--- src/rtl/contador_param.sv ---
// Parameterised up/down/step/load counter with registered ripple-carry/borrow
// flag and a one-cycle load-complete pulse; wrap-around or saturating arithmetic.
module contador_param #(
  parameter int              WIDTH  = 8,
  parameter longint unsigned STEP   = 3,
  parameter bit              SAT_EN = 1'b0
) (
  input  logic             clk,
  input  logic             reset_L,
  input  logic             enable,
  input  logic [1:0]       modo,
  input  logic [WIDTH-1:0] D,
  output logic [WIDTH-1:0] Q,
  output logic             rco,
  output logic             load_done
);

  typedef enum logic [1:0] {
    OP_UP   = 2'b00,
    OP_DOWN = 2'b01,
    OP_STEP = 2'b10,
    OP_LOAD = 2'b11
  } op_e;

  localparam logic [WIDTH:0]   ONE_X  = (WIDTH+1)'(1);
  localparam logic [WIDTH:0]   STEP_X = (WIDTH+1)'(STEP);
  localparam logic [WIDTH-1:0] Q_MAX  = '1;

  op_e            op;
  logic [WIDTH:0] q_ext;
  logic [WIDTH:0] sum_up;
  logic [WIDTH:0] diff_one;
  logic [WIDTH:0] diff_step;

  logic [WIDTH-1:0] q_nxt;
  logic             rco_nxt;
  logic             ld_nxt;

  assign op        = op_e'(modo);
  assign q_ext     = {1'b0, Q};
  // One extra bit on every datapath: its MSB is the exact carry/borrow.
  assign sum_up    = q_ext + ONE_X;
  assign diff_one  = q_ext - ONE_X;
  assign diff_step = q_ext - STEP_X;

  always_comb begin
    q_nxt   = Q;
    rco_nxt = 1'b0;
    ld_nxt  = 1'b0;
    if (enable) begin
      unique case (op)
        OP_UP: begin
          rco_nxt = sum_up[WIDTH];
          q_nxt   = (SAT_EN && sum_up[WIDTH]) ? Q_MAX : sum_up[WIDTH-1:0];
        end
        OP_DOWN: begin
          rco_nxt = diff_one[WIDTH];
          q_nxt   = (SAT_EN && diff_one[WIDTH]) ? '0 : diff_one[WIDTH-1:0];
        end
        OP_STEP: begin
          rco_nxt = diff_step[WIDTH];
          q_nxt   = (SAT_EN && diff_step[WIDTH]) ? '0 : diff_step[WIDTH-1:0];
        end
        OP_LOAD: begin
          q_nxt  = D;
          ld_nxt = 1'b1;
        end
        default: begin
          q_nxt   = Q;
          rco_nxt = 1'b0;
          ld_nxt  = 1'b0;
        end
      endcase
    end
  end

  always_ff @(posedge clk or negedge reset_L) begin
    if (!reset_L) begin
      Q         <= '0;
      rco       <= 1'b0;
      load_done <= 1'b0;
    end else begin
      Q         <= q_nxt;
      rco       <= rco_nxt;
      load_done <= ld_nxt;
    end
  end

endmodule

--- config.mk ---
export PLATFORM = sky130hd
export DESIGN_NAME = contador_param
export DESIGN_NICKNAME = d
export VERILOG_FILES = /design/src/rtl/contador_param.sv
export SDC_FILE = /design/constraint.sdc
export NUM_CORES = 1
export LEC_CHECK = 0
export CAP_MARGIN = 20
export CORE_ASPECT_RATIO = 0.9
export CORE_UTILIZATION = 40
export DETAILED_ROUTE_END_ITERATION = 8
export PLACE_DENSITY = 0.67
export SLEW_MARGIN = 10
export SYNTH_ARGS = -nofsm -noshare
export SYNTH_HDL_FRONTEND = slang
export SYNTH_SLANG_ARGS = --single-unit
--- constraint.sdc ---
create_clock -name clk -period 4.5 [get_ports clk]
set_clock_uncertainty 0.05 [all_clocks]
set_input_delay 0.9 -clock clk [delete_from_list [all_inputs] [get_ports clk]]
set_output_delay 0.9 -clock clk [all_outputs]
set_load 0.01 [all_outputs]
==> flow_metrics.py <==
metrics = {
    "run_status": {
        "outcome": "finished, final reports clean",
    },
    "synth": {
        "synth_top_cells_by_area": "dfrtp_1, a21oi_1, mux2_2, xor2_1, nand2_1",
        "yosysSeqAreaShare_pct": 27.03,
        "synth_area_sq_um": 925.9,
        "syn_nets": 133,
        "yosysTopAreaCell": "dfrtp_1",
        "ys_warn_count": 0,
        "synth-seq-cells": 10,
        "syn_inst": 118,
        "avgSynthCellArea_sq_um": 7.847,
        "yosysTopAreaCellShare_pct": 27.03,
        "yosysUniqueCellTypes": 41,
    },
    "finish": {
        "mostFrequentLayoutCells": "clkdlybuf4s50_1, dfrtp_1, a21oi_1, nor2_1, nand2_1",
        "fin_util_pct": 53.67,
        "final_common_cell": "clkdlybuf4s50_1",
        "drive_above_1_share_pct": 7.463,
        "antenna_cells": 0,
        "nFillCells": 212,
        "nets": 150,
        "seq_area_sq_um": 250.2,
        "multi_input_area_sq_um": 608.1,
        "area_delta_synth_final_pct": 26.49,
    },
    "route": {
        "drt_iter0_drc": 28,
        "drt-vias-per-instance": 5.882,
        "dr.pass1.iters": 4,
        "ant_nets": 0,
        "drc": 0,
        "vias": 947,
        "wirelength_um": 2368,
        "post_drt_wl_per_cell_um": 14.71,
    },
    "power": {
        "pwr-share-clk_pct": 20.6,
        "p_leak_nw": 0.4510,
        "p_switching_mw": 0.1680,
        "seqPwrFrac_pct": 38.1,
        "peakVddDrop_v": 0.0002718,
        "p_per_area_nw_per_um2": 358.4,
        "swShare_pct": 40.03,
        "p_int_mw": 0.2517,
        "comb_power_share_pct": 41.3,
    },
    "critical_path": {
        "r2r-end": "rco",
        "reg2reg_slack_ns": 2.44,
        "critPathLaunch": "modo[0]",
        "startpoint_type": "input pin",
        "crit_end": "rco",
        "crit-reg2reg-launch": "Q[0]",
        "slowest_delay_ns": 0.84,
        "cp-end-kind": "flip-flop",
        "cp.arrival_ns": 2.99,
        "cpMaxStageDelayCell": "clkdlybuf4s50_1",
        "ff2ff_path_depth": 6,
        "required_ns": 4.67,
        "path_class": "input pin to flip-flop",
        "crit_fanout": 25,
        "cp_cell_sequence": "clkdlybuf4s50_1 -> nor3b_1 -> a31oi_1 -> or4_1 -> a21oi_1 -> o21a_1",
    },
    "sta": {
        "setup_violations": 0,
        "rsz0062_at_grt": "false",
        "hold_violations": 0,
        "fin_ws_ns": 1.677,
        "finalCriticalPeriod_ns": 2.823,
        "slew_headroom_pct": 45.31,
        "whs_ns": 0.6891,
        "slew_viol_final": 0,
        "period_share_pct": 62.74,
        "max_freq_mhz": 354.2,
        "worst_slew_pin_slew_ns": 0.8178,
        "setup_tns_ns": 0,
    },
    "floorplanning": {
        "start_util_pct": 42.43,
        "io_pins": 23,
        "rows": 16,
        "die_area_sq_um": 2512,
        "core_sq_um": 2182,
        "die_h_um": 47.65,
        "die_w_um": 52.72,
    },
    "global_routing": {
        "grt_max_degree": 26,
        "grt_pass1_wl_um": 3663,
        "antenna_found_initial": 0,
        "grt_pass1_vias": 816,
        "track_usage_pct": 20.38,
        "grt_overflow_total": 0,
    },
    "clock_tree": {
        "htree_levels": 1,
        "clock_latency_ns": 0.27,
        "cts.sinks": 10,
        "clock_path_buffers": 2,
        "cts_tree": "done",
        "cts-root-buf": "clkbuf_4",
        "cts_hold_buffers": 0,
        "post-cts-setup-buffer-count": 0,
        "numCtsBuffers": 3,
        "ctsResizeCount": 0,
        "clkTransAtPathRegs_ns": 0.08,
    },
    "run": {
        "max_cap_viol_count": 0,
    },
    "hold_path": {
        "hold_class": "flip-flop to flip-flop",
    },
    "place": {
        "hpwl_um": 1599,
        "post-place-ws_ns": 1.440,
        "gp_congestion": 0.8280,
        "port_buffers": 22,
    },
}
## area by class of cell
class | instances | area share [%]
well taps | 27 | 2.885
multi-input cells | 92 | 51.92
clock buffers | 4 | 3.098
inverters | 6 | 1.923
flip-flops and latches | 10 | 21.37
repair buffers | 22 | 18.80
## per-layer routing
| layer | wire (um) | vias to the layer above | track usage (%) |
|---|---|---|---|
| li1 | - | 464 | - |
| met3 | 143 | 4 | 6.032 |
| met2 | 1097 | 29 | 33.42 |
| met1 | 1102 | 450 | 25.71 |
| met4 | 25 | 0 | 7.368 |
| met5 | 0 | - | 0 |
## worst min-delay path by stage
stage | from | end | depth (start not counted) | slack, ns
4_1_cts | Q[0] | Q[0] | 2 | 0.69
3_5_place_dp | Q[0] | Q[0] | 2 | 0.68
2_1_floorplan | reset_L | Q[0] | 0 | 0.55
6_report | Q[0] | Q[0] | 2 | 0.69
3_3_place_gp | Q[0] | Q[0] | 2 | 0.67
5_1_grt | Q[0] | Q[0] | 2 | 0.73
## power groups by stage
stage	Sequential, mW	Combinational [mW]	Clock, mW
after floorplan	0.139	0.128	0
after global placement	0.159	0.170	0
after detailed placement	0.160	0.173	0
after CTS	0.159	0.174	0.0882
after global routing	0.165	0.194	0.0922
final	0.160	0.173	0.0866
## cells in the mapped netlist
library cell  count
nor4_4            1
o311ai_1          1
o21a_1            2
clkbuf_1          8
nand2b_1          1
a311oi_1          1
or4_1             1
nor2_1            9
or3_1             1
and4_1            2
and2_1            1
mux2_2            4
a2111oi_0         1
o211ai_1          2
nand4_1           1
o22ai_1           4
a21oi_1           9
ha_1              2
dfrtp_1          10
inv_1             6
o32a_1            1
nand3_1           4
buf_1             1
o21ai_0           6
nor3_1            5
nor3b_1           1
nand2_1           9
nand4b_1          1
nor2b_1           3
mux2i_1           1
o22a_1            1
and3_1            2
or4_4             1
nor4_1            1
xor2_1            4
a31oi_1           3
buf_6             1
a221oi_1          1
nand3b_1          1
xnor2_1           3
o31ai_1           1
## metrics by stage
stage / total power [mW] / std cells / cell area (sq um)
after global placement: 0.3295 / 157 / 1135
after detailed placement: 0.3330 / 157 / 1135
after global routing: 0.4504 / 161 / 1171
after CTS: 0.4208 / 161 / 1171
final: 0.4197 / 161 / 1171
after floorplan: 0.2670 / 118 / 925.9
## sequential cells by signal, summed over array words and instances, names as in the netlist
register   cells
load_done      1
rco            1
Q              8
## worst max-delay path: cells and delay by family
kind	cells	cell delay, ns
AO/OA/AOI/OAI	3	0.35
AND/OR/NAND/NOR	2	0.90
buffers and inverters	1	0.84
## cell families after synthesis
logic type | after synthesis | share of synthesized area [%]
muxes | 5 | 5.946
adders and majority gates | 2 | 2.702
AOI/OAI and AO/OA | 33 | 22.70
DFF | 10 | 27.03
buffers and inverters | 16 | 7.297
and+or+nand+nor | 45 | 27.71
xor gates and xnor gates | 7 | 6.622
Power figures use the tool's default switching activity.
